`src/rtl/core_pkg.sv`:
```
// Shared definitions for the partial-sum collector: array geometry defaults,
// SRAM address width and the run-control state encoding.
package core_pkg;

   localparam int unsigned COL     = 8;
   localparam int unsigned PSUM_BW = 16;
   localparam int unsigned ADDR_W  = 4;

   typedef enum logic [1:0] {
      IDLE = 2'd0,
      RUN  = 2'd1,
      DONE = 2'd2
   } state_e;

endpackage

```
`src/rtl/psum_collector_if.sv`:
```
// Column partial-sum bus between the systolic array (master) and the collector (slave).
interface psum_collector_if #(
   parameter int unsigned COL     = core_pkg::COL,
   parameter int unsigned PSUM_BW = core_pkg::PSUM_BW
);

   logic [COL-1:0]         col_valid;
   logic [COL*PSUM_BW-1:0] col_psum;
   logic [COL-1:0]         col_ready;

   modport master (output col_valid, output col_psum, input col_ready);
   modport slave  (input col_valid, input col_psum, output col_ready);

endinterface

```
`src/rtl/psum_collector_col_fifo.sv`:
```
// Single-clock FIFO buffering one column's partial sums; DEPTH must be a power of two.
module col_fifo #(
   parameter int unsigned W     = 16,
   parameter int unsigned DEPTH = 8
) (
   input  logic         clk,
   input  logic         rst_n,
   input  logic         push_i,
   input  logic         pop_i,
   input  logic [W-1:0] wdata_i,
   output logic [W-1:0] rdata_c,
   output logic         full_c,
   output logic         empty_c
);

   localparam int unsigned AW = (DEPTH > 1) ? $clog2(DEPTH) : 1;
   localparam logic [AW:0] FULL_CNT = (AW+1)'(DEPTH);

   logic [W-1:0]  mem_q [DEPTH];
   logic [AW-1:0] wr_q, rd_q;
   logic [AW:0]   cnt_q;

   assign full_c  = (cnt_q == FULL_CNT);
   assign empty_c = (cnt_q == '0);
   assign rdata_c = mem_q[rd_q];

   // Storage needs no reset: emptiness is tracked by the counter alone.
   always_ff @(posedge clk) begin
      if (push_i) mem_q[wr_q] <= wdata_i;
   end

   always_ff @(posedge clk or negedge rst_n) begin
      if (!rst_n) begin
         wr_q  <= '0;
         rd_q  <= '0;
         cnt_q <= '0;
      end else begin
         if (push_i) wr_q <= wr_q + AW'(1);
         if (pop_i)  rd_q <= rd_q + AW'(1);
         case ({push_i, pop_i})
            2'b10:   cnt_q <= cnt_q + (AW+1)'(1);
            2'b01:   cnt_q <= cnt_q - (AW+1)'(1);
            default: cnt_q <= cnt_q;
         endcase
      end
   end

endmodule

```
`src/rtl/psum_collector.sv`:
```
// Collects per-column partial sums into FIFOs and writes full rows to the output SRAM.
// Define PSUM_RELU_EN to clamp negative column values to zero on the way out.
module psum_collector #(
   parameter int unsigned COL      = core_pkg::COL,
   parameter int unsigned PSUM_BW  = core_pkg::PSUM_BW,
   parameter int unsigned DEPTH    = 8,
   parameter int unsigned NUM_ROWS = 16
) (
   input  logic                          clk,
   input  logic                          reset,
   input  logic                          start,
   input  logic                          host_sel,
   psum_collector_if.slave               col_bus,
   output logic                          overflow,
   output logic                          o_cen,
   output logic                          o_wen,
   output logic [core_pkg::ADDR_W-1:0]   o_addr,
   output logic [COL*PSUM_BW-1:0]        o_d,
   output logic                          busy,
   output logic                          done
);
   import core_pkg::*;

   localparam int unsigned       DW        = COL * PSUM_BW;
   localparam logic [ADDR_W-1:0] LAST_ADDR = ADDR_W'(NUM_ROWS - 1);

   state_e              state_q, state_d;
   logic [ADDR_W-1:0]   cnt_q, cnt_d, o_addr_q;
   logic                overflow_q, overflow_d;
   logic                o_cen_q, o_wen_q, busy_q, done_q;
   logic [DW-1:0]       o_d_q, row_c;
   logic [COL-1:0]      full_c, empty_c, push_c;
   logic [PSUM_BW-1:0]  rdata_c [COL];
   logic                pop_c, drop_c;

   // A row leaves only when every column has data and the host does not own the SRAM.
   assign pop_c  = (state_q == RUN) && (empty_c == '0) && !host_sel;
   assign push_c = col_bus.col_valid & (~full_c | {COL{pop_c}});
   assign drop_c = |(col_bus.col_valid & full_c & ~{COL{pop_c}});
   assign col_bus.col_ready = ~full_c;

   for (genvar c = 0; c < COL; c++) begin : g_col
      col_fifo #(.W(PSUM_BW), .DEPTH(DEPTH)) u_fifo (
         .clk     (clk),
         .rst_n   (reset),
         .push_i  (push_c[c]),
         .pop_i   (pop_c),
         .wdata_i (col_bus.col_psum[c*PSUM_BW +: PSUM_BW]),
         .rdata_c (rdata_c[c]),
         .full_c  (full_c[c]),
         .empty_c (empty_c[c])
      );
   end

   always_comb begin
      row_c = '0;
      for (int unsigned c = 0; c < COL; c++) begin
`ifdef PSUM_RELU_EN
         row_c[c*PSUM_BW +: PSUM_BW] = rdata_c[c][PSUM_BW-1] ? '0 : rdata_c[c];
`else
         row_c[c*PSUM_BW +: PSUM_BW] = rdata_c[c];
`endif
      end
   end

   always_comb begin
      state_d    = state_q;
      cnt_d      = cnt_q;
      overflow_d = overflow_q;
      case (state_q)
         IDLE: begin
            if (start) begin
               state_d    = RUN;
               cnt_d      = '0;
               overflow_d = 1'b0;
            end
         end
         RUN: begin
            if (pop_c) begin
               cnt_d = cnt_q + ADDR_W'(1);
               if (cnt_q == LAST_ADDR) state_d = DONE;
            end
         end
         DONE:    state_d = IDLE;
         default: state_d = IDLE;
      endcase
      // A drop on the same edge as an accepted start still counts.
      if (drop_c) overflow_d = 1'b1;
   end

   always_ff @(posedge clk or negedge reset) begin
      if (!reset) begin
         state_q    <= IDLE;
         cnt_q      <= '0;
         overflow_q <= 1'b0;
         o_cen_q    <= 1'b1;
         o_wen_q    <= 1'b1;
         o_addr_q   <= '0;
         o_d_q      <= '0;
         busy_q     <= 1'b0;
         done_q     <= 1'b0;
      end else begin
         state_q    <= state_d;
         cnt_q      <= cnt_d;
         overflow_q <= overflow_d;
         o_cen_q    <= !pop_c;
         o_wen_q    <= !pop_c;
         if (pop_c) begin
            o_addr_q <= cnt_q;
            o_d_q    <= row_c;
         end
         busy_q     <= (state_d == RUN);
         done_q     <= (state_d == DONE);
      end
   end

   assign overflow = overflow_q;
   assign o_cen    = o_cen_q;
   assign o_wen    = o_wen_q;
   assign o_addr   = o_addr_q;
   assign o_d      = o_d_q;
   assign busy     = busy_q;
   assign done     = done_q;

endmodule
```
`src/flat_wrapper.sv`:
```
// flat-port wrapper written by rule: the top's interface ports become plain ports
module psum_collector_flat import core_pkg::*;
#(
   parameter int unsigned COL      = core_pkg::COL,
   parameter int unsigned PSUM_BW  = core_pkg::PSUM_BW,
   parameter int unsigned DEPTH    = 8,
   parameter int unsigned NUM_ROWS = 16
)
  (clk, reset, start, host_sel, overflow, o_cen, o_wen, o_addr, o_d, busy, done, col_bus_col_valid, col_bus_col_psum, col_bus_col_ready);
  psum_collector_if #(.COL(COL), .PSUM_BW(PSUM_BW)) col_bus_i ();
  input  logic clk;
  input  logic reset;
  input  logic start;
  input  logic host_sel;
  output logic overflow;
  output logic o_cen;
  output logic o_wen;
  output logic [core_pkg::ADDR_W-1:0] o_addr;
  output logic [COL*PSUM_BW-1:0] o_d;
  output logic busy;
  output logic done;
  input wire logic [$bits(col_bus_i.col_valid)-1:0] col_bus_col_valid;
  input wire logic [$bits(col_bus_i.col_psum)-1:0] col_bus_col_psum;
  output wire logic [$bits(col_bus_i.col_ready)-1:0] col_bus_col_ready;
  assign col_bus_i.col_valid = col_bus_col_valid;
  assign col_bus_i.col_psum = col_bus_col_psum;
  assign col_bus_col_ready = col_bus_i.col_ready;
  psum_collector #(.COL(COL), .PSUM_BW(PSUM_BW), .DEPTH(DEPTH), .NUM_ROWS(NUM_ROWS)) u_core (.clk(clk), .reset(reset), .start(start), .host_sel(host_sel), .col_bus(col_bus_i), .overflow(overflow), .o_cen(o_cen), .o_wen(o_wen), .o_addr(o_addr), .o_d(o_d), .busy(busy), .done(done));
endmodule
```
`config.mk`:
```
export PLATFORM = sky130hd
export DESIGN_NAME = psum_collector_flat
export DESIGN_NICKNAME = d
export VERILOG_FILES = /design/src/rtl/core_pkg.sv /design/src/rtl/psum_collector_if.sv /design/src/rtl/psum_collector_col_fifo.sv /design/src/rtl/psum_collector.sv /design/src/flat_wrapper.sv
export SDC_FILE = /design/constraint.sdc
export NUM_CORES = 1
export LEC_CHECK = 0
export BUFFER_PORTS_ARGS = -buffer_cell sky130_fd_sc_hd__buf_2
export CORE_MARGIN = 8
export CORE_UTILIZATION = 57
export DETAILED_ROUTE_END_ITERATION = 8
export PLACE_DENSITY = 0.82
export SETUP_SLACK_MARGIN = 0.1
export SLEW_MARGIN = 25
export SYNTH_ARGS = -nofsm -noshare
export SYNTH_HDL_FRONTEND = slang
export SYNTH_SLANG_ARGS = --single-unit
```
`constraint.sdc`:
```
create_clock -name clk -period 4.3 [get_ports clk]
set_input_delay 0.215 -clock clk [delete_from_list [all_inputs] [get_ports clk]]
set_output_delay 0.215 -clock clk [all_outputs]
set_load 0.01 [all_outputs]
```
Yosys cells after proc, flatten, opt, wreduce, memory -nomap -nowiden. Memories as Yosys holds them, arrays and structs flattened. A register that Yosys moved wholly into a read port is not among the register bits. Cells that the tools add are included.

Add/subtract/negate cells: 33. Equality and inequality tests: 30. Mux-type cells: 34. Bitwise gates (word level): 6. Reduce and logical (&&, ||, !) cells: 36.

Operators by type and width (number): $pmux W4 S2 (9); $add A3 B1 Y3 const B (16); $add A4 B1 Y4 const B (9); $eq A4 B4 Y1 const B (9); $logic_not A4 Y1 (8); $sub A4 B1 Y4 const B (8); $and A8 B8 Y8 (3); $reduce_bool A2 Y1 (11); $eq A2 B1 Y1 const B (10); $mux W1 (19); $eq A2 B2 Y1 const B (9); $not A8 Y8 (2); $logic_not A1 Y1 (10); $logic_not A8 Y1 (1); $mux W4 (2); $or A8 B8 Y8 (1); $reduce_or A8 Y1 (1); $mux W2 (3); $ne A2 B2 Y1 const B (2); $pmux W2 S2 (1); $reduce_and A3 Y1 (1); $logic_and A1 B1 Y1 (2); $logic_not A2 Y1 (1); $reduce_and A2 Y1 (1).

Register bits: 94. RAM bits: 1024. Memories: 8.

Memory list: u_core.g_col[0].u_fifo.mem_q (words 8, bits a word 16, rd ports 1, clocked after Yosys merged registers in 1, write ports 1, RTL line psum_collector_col_fifo.sv:19) `logic [W-1:0] mem_q [DEPTH];`; u_core.g_col[1].u_fifo.mem_q (words 8, bits a word 16, rd ports 1, clocked after Yosys merged registers in 1, write ports 1, RTL line psum_collector_col_fifo.sv:19); u_core.g_col[2].u_fifo.mem_q (words 8, bits a word 16, rd ports 1, clocked after Yosys merged registers in 1, write ports 1, RTL line psum_collector_col_fifo.sv:19); u_core.g_col[3].u_fifo.mem_q (words 8, bits a word 16, rd ports 1, clocked after Yosys merged registers in 1, write ports 1, RTL line psum_collector_col_fifo.sv:19); u_core.g_col[4].u_fifo.mem_q (words 8, bits a word 16, rd ports 1, clocked after Yosys merged registers in 1, write ports 1, RTL line psum_collector_col_fifo.sv:19); u_core.g_col[5].u_fifo.mem_q (words 8, bits a word 16, rd ports 1, clocked after Yosys merged registers in 1, write ports 1, RTL line psum_collector_col_fifo.sv:19); 2 more memories.

Longest topological paths before layout.
Depth after elaboration: 9. Depth in mapped cells: 14.

Cells and area by module. A second synthesis with hierarchy kept.

Cell total of the unflattened synthesis: 2268. Area, all modules: 49580.1 um^2.

Modules (own cells, without submodules): col_fifo at u_core.g_col[1].u_fifo ... (times used 6, cells an instance 240, area each 5475.3 um^2); col_fifo at u_core.g_col[0].u_fifo ... (times used 2, cells an instance 241, area each 5501.5 um^2); psum_collector (times used 1, cells an instance 346, area each 5725.5 um^2).

Least setup slack after synthesis. OpenSTA, ideal clock, no wires.

Path kind: register to register. From: register u_core.g_col[5].u_fifo.cnt_q[1]. To: memory u_core.g_col[1].u_fifo.mem_q[0][0], enable pin. Setup time: 409 ps. Arrival time: 2902 ps. Required time: 3891 ps. Path slack: 989 ps. Cell stages (with the launch flop): 8. Clock period less this slack: 3311 ps. Cell sequence: dfrtp_1 nor4_1 or4_4 nor3_4 buf_2 buf_2 nor2_1 nor3_1.

Word-level cells in the longest chain between the ends: 8.

Ends and longest elaborated chain: from (decl) (RTL line psum_collector_col_fifo.sv:21) `logic [AW:0] cnt_q;`; from (signal assigned) (RTL line psum_collector_col_fifo.sv:41) `2'b10: cnt_q <= cnt_q + (AW+1)'(1);`; from (signal assigned) (RTL line psum_collector_col_fifo.sv:42) `2'b01: cnt_q <= cnt_q - (AW+1)'(1);`; from (signal assigned) (RTL line psum_collector_col_fifo.sv:43) `default: cnt_q <= cnt_q;`; $logic_not A4 Y1 (RTL line psum_collector_col_fifo.sv:24) `assign empty_c = (cnt_q == '0);`; $logic_not A8 Y1 (RTL line psum_collector.sv:37) `assign pop_c = (state_q == RUN) && (empty_c == '0) && !host_sel;`; $logic_and A1 B1 Y1 (2 in series) (RTL line psum_collector.sv:37); $or A8 B8 Y8 (RTL line psum_collector.sv:38) `assign push_c = col_bus.col_valid & (~full_c | {COL{pop_c}});`; $and A8 B8 Y8 (RTL line psum_collector.sv:38); $mux W1 (RTL line psum_collector_col_fifo.sv:29) `if (push_i) mem_q[wr_q] <= wdata_i;`; $mux W1 (implied by the code) (RTL line psum_collector_col_fifo.sv:29); to (decl) (RTL line psum_collector_col_fifo.sv:19).

Every way passes these cells.

Final worst setup path.
From: register u_core.g_col[5].u_fifo.cnt_q[1]. To: register u_core.g_col[3].u_fifo.cnt_q[2].

Word-level cells in the longest chain between the ends: 8. Elaborated cells between the ends (all ways): 10. Those cells by class: eq/ne: 2; mux: 1; bitwise: 2; reduce/logical: 5.

Ends and longest elaborated chain: $logic_not A4 Y1 * (RTL line psum_collector_col_fifo.sv:24); $logic_not A8 Y1 * (RTL line psum_collector.sv:37); $logic_and A1 B1 Y1 * (2 in series) (RTL line psum_collector.sv:37); $or A8 B8 Y8 (RTL line psum_collector.sv:38); $and A8 B8 Y8 (RTL line psum_collector.sv:38); $eq A2 B1 Y1 or $eq A2 B2 Y1 (tied branches) (RTL line psum_collector_col_fifo.sv:40) `case ({push_i, pop_i})`; $pmux W4 S2 or $reduce_bool A2 Y1 (tied branches); to (signal assigned) (RTL line psum_collector_col_fifo.sv:41); to (signal assigned) (RTL line psum_collector_col_fifo.sv:42); to (signal assigned) (RTL line psum_collector_col_fifo.sv:43); to (decl) (RTL line psum_collector_col_fifo.sv:21).

Every way passes the cells marked *; elsewhere a longest branch is shown, timed or not. A chain may end at the register's enable or synchronous reset.

==> impl_metrics.csv <==
group,metric,value,unit
outcome,run_status,"completed",
cts,cts_max_level,3,
cts,cts-root-to-sink-buffers,3,
route,drt-initial-drc-count,1807,
placed_design,place.port_buffers,284,
yosys,netlist_area,47900,µm²
yosys,synth_sequential_area_ratio,75.8,%
worst_hold_path,min-delay-path-class,"in2async",
route,ant_nets,0,
worst_setup_path,critPathSlowestCell,"nor3_4",
worst_setup_path,worstSetupPathType,"reg2reg",
cts,tritoncts,"yes",
sta,timing.final.setup_violations,0,
grt,grt_max_degree,202,
floorplan,floorplan.initialDensity,57.4,%
sta,final-hold-violation-count,0,
finish,final_cells,4142,
yosys,synth_area_per_cell,19.7,µm²
route,via_count,24400,
sta,max_freq,0.279,GHz
yosys,post_synth_fa_ha_maj_area_fraction,1.15,%
route,met3WireLength,6800,µm
yosys,top_flip_flop_cell_by_instance_count_after_synthesis,"edfxtp_1",
yosys,number_of_synthesized_flops_with_an_enable_pin,1024,
worst_setup_path,timing.critical_path.to_type,"flip-flop",
route,total_routed_wirelength,103000,µm
yosys,asyncSetResetFlopFracSynth,17.8,%
worst_setup_path,crit_required,4830,ps
grt,antenna_violations_before_repair,13,
floorplan,dieArea,93600,µm²
yosys,synth_xor_area_share,1.28,%
pwr,power_frac_seq,45.5,%
pwr,power_frac_comb,27.8,%
worst_setup_path,timing.critical_path.arrival,4120,ps
worst_setup_path,combined_buffer_and_inverter_count_along_the_critical_path,1,
yosys,synth_cells,2434,
route,first_pass_iters,5,
grt,grt_use_total,21.8,%
sta,finalWorstPathRequiredPeriod,3590,ps
cts,clkSlewWorstSetupHoldPaths,60,ps
sta,period_share,83.5,%
pwr,powerDensity,699,nW/µm²
worst_setup_path,timing.critical_path.from_type,"flip-flop",
flow_run,drv_cap,0,
grt,grt_first_pass_wirelength,157000,µm
sta,worst_pin_slew,917,ps
route,met2RoutedLength,51800,µm
grt,grt.overflow.total,0,
yosys,synth.yosys.warnings,0,
finish,areaGrowthSynthToFinish,17.9,%
yosys,yosys-top-cells-area,"edfxtp_1 (64%), mux4_2 (12%), dfrtp_1 (12%), mux2i_1 (2.7%), o21ai_0 (1.6%)",
placed_design,finalWeightedCongestion,0.768,
yosys,netlist.top_cell.by_area,"edfxtp_1",
yosys,synth_top_area_share,64.2,%
worst_setup_path,crit_path_frequent_cell,"xor2_1",
worst_setup_path,cp_slowest_stage_delay,540,ps
yosys,synth_simple_gate_area_share,3.24,%
pwr,irDropWorstVdd,0.000481,V
floorplan,die_height,306,µm
cts,insertion_delay,690,ps
placed_design,dp_hpwl,59700,µm
sta,timing.clock.skew,38.9,ps
floorplan,placementRows,106,
cts,post_cts_resize_count,0,
cts,cts_sinks,1246,
cts,cts_buffers,119,
yosys,synth_seq_cells,1246,
yosys,post_synth_mux_area_share,15.1,%
yosys,synth_top_family_by_area,"multiplexers",
route,wirelength_met1,41400,µm
worst_setup_path,cpLargestDelayFamily,"simple AND/OR/NAND/NOR gates",
pwr,total_switching_power,12.3,mW
finish,finish.net_count,3132,
route,maxUsedRoutingLayer,"met5",
sta,report.final.slew_viol_count,0,
finish,post_route_cells_drive_above_1_share,28.7,%
route,routedWlPerCell,24.9,µm
placed_design,placed_cells,3768,
grt,first_global_vias,26100,
route,drc,0,
pwr,sw_frac_of_total,31.2,%
route,routed_via_density,5.89,
sta,max_slew_margin,38.8,%
pwr,static-leakage-power,20.2,nW
worst_setup_path,path_cells,"nor4_1, or4_4, nor3_4, buf_4, o21ai_0, ha_1, xor2_1, ha_1, a21oi_1, xor2_1, nor2_1, xor2_1",
cts,root_buffer,"clkbuf_16",
floorplan,floorplan.die.width,306,µm
floorplan,fp.coreArea,83400,µm²
sta,grt_setup_unrepaired,"false",
floorplan,design.portCount,285,
sta,timing.setup.tns,0,ps
worst_setup_path,crit_fanout,16,
yosys,ys_types,47,
yosys,synth-compound-area-share,2.22,%
yosys,synth_nets,2617,
pwr,internal_power,27.2,mW
pwr,share_clk_of_total_power,26.7,%
-- per-stage QoR --
stage,util (%),hold WS (ps),setup WS (ps),cell area [µm²],power (mW)
6_report,67.7,156,711,56500,39.5
5_1_grt,67.7,224,417,56500,41.4
4_1_cts,67.7,186,684,56400,39.8
3_5_place_dp,61.2,328,715,51000,29.1
3_3_place_gp,61.2,308,854,51000,28.4
2_1_floorplan,-,-80.6,989,47900,25.2
-- synthesized netlist by cell type, types with 6 or more instances --
| cell | n |
|---|---|
| nor4_1 | 6 |
| clkbuf_1 | 60 |
| inv_1 | 16 |
| nand3b_1 | 15 |
| xnor2_1 | 44 |
| dfrtp_1 | 221 |
| nand2b_1 | 6 |
| o211ai_1 | 10 |
| nor3_1 | 35 |
| buf_1 | 18 |
| nor2_1 | 56 |
| nand2_1 | 186 |
| edfxtp_1 | 1024 |
| xor2_1 | 26 |
| mux4_2 | 256 |
| mux2i_1 | 131 |
| a21oi_1 | 12 |
| buf_2 | 41 |
| nand3_1 | 13 |
| mux2_2 | 14 |
| nor2b_1 | 9 |
| ha_1 | 41 |
| o21ai_0 | 149 |
-- cell usage in the layout, fill, tap and decap left out, types with 28 or more instances in the layout --
cell,count
mux4_2,256
clkbuf_16,125
nor3_2,28
buf_4,89
dfrtp_1,208
o21ai_0,149
ha_1,41
clkbuf_1,30
xnor2_1,44
dlygate4sd3_1,139
buf_2,283
nand2_1,186
edfxtp_1,1024
mux2i_1,131
nor2_1,56
-- kinds of logic after synthesis --
family / after synthesis
AOI/OAI and AO/OA: 193
xor gates and xnor gates: 70
adders and majority gates: 43
buffers and inverters: 138
DFF: 1246
muxes: 401
and+or+nand+nor: 343
-- layout make-up --
cell class                      instances  area, µm²
Tap cell                             1080       1350
Inverter                               17       71.3
Sequential cell                      1246      36300
Fill cell                            5146      26900
Multi-Input combinational cell       1050      11100
Clock buffer                          170       3430
Clock inverter                         55        573
Antenna cell                            9       22.5
Timing Repair Buffer                  515       3560
-- state kept, by name, summed over array words and instances (netlist names) --
name                       cells
u_core.done                    1
u_core.cnt_q                   4
u_core.o_d                   128
u_core.state_q                 2
u_core.o_cen                   1
u_core.g_col.u_fifo.cnt_q     32
u_core.busy                    1
u_core.overflow                1
u_core.g_col.u_fifo.wr_q      24
u_core.g_col.u_fifo.mem_q   1024
u_core.g_col.u_fifo.rd_q      24
u_core.o_addr                  4
-- repair_timing --
item,CTS,global route
buffers inserted,0,0
hold endpoints to repair,1138,0
hold buffers,139,0
-- path summary, 6_finish.rpt --
kind | from | endpoint | slack, ps | cells after the start
worst max-delay path | u_core.g_col[5].u_fifo.cnt_q[1]$_DFFE_PN0P_ | u_core.g_col[3].u_fifo.cnt_q[2]$_DFFE_PN0P_ | 710 | 12
worst min-delay path | reset | u_core.o_d[72]$_DFFE_PN0N_ | 160 | 2
worst max register to register | u_core.g_col[5].u_fifo.cnt_q[1]$_DFFE_PN0P_ | u_core.g_col[3].u_fifo.cnt_q[2]$_DFFE_PN0P_ | 710 | 12
worst min register to register | u_core.o_d[83]$_DFFE_PN0N_ | u_core.o_d[83]$_DFFE_PN0N_ | 470 | 2
max in group asynchronous | reset | u_core.o_d[100]$_DFFE_PN0N_ | 2990 | 3
min in group clk | col_bus_col_psum[107] | u_core.g_col[6].u_fifo.mem_q[5][11]$_DFFE_PP_ | 340 | 2
-- layer usage --
layer / vias to the layer above / global-route usage (%)
met5: - / 0
met3: 181 / 4.68
met1: 12700 / 28.4
met2: 826 / 36.9
met4: 10 / 7.09
li1: 10700 / -
-- power by group through the flow --
stage	Combinational [mW]	Sequential (mW)	Clock, mW
5_1_grt	12.0	18.3	11.2
3_5_place_dp	10.9	18.2	0
6_report	11.0	18.0	10.5
4_1_cts	11.1	18.0	10.7
2_1_floorplan	8.11	17.1	0
3_3_place_gp	10.5	18.0	0
Note: power is estimated with default switching activity, not from simulation.
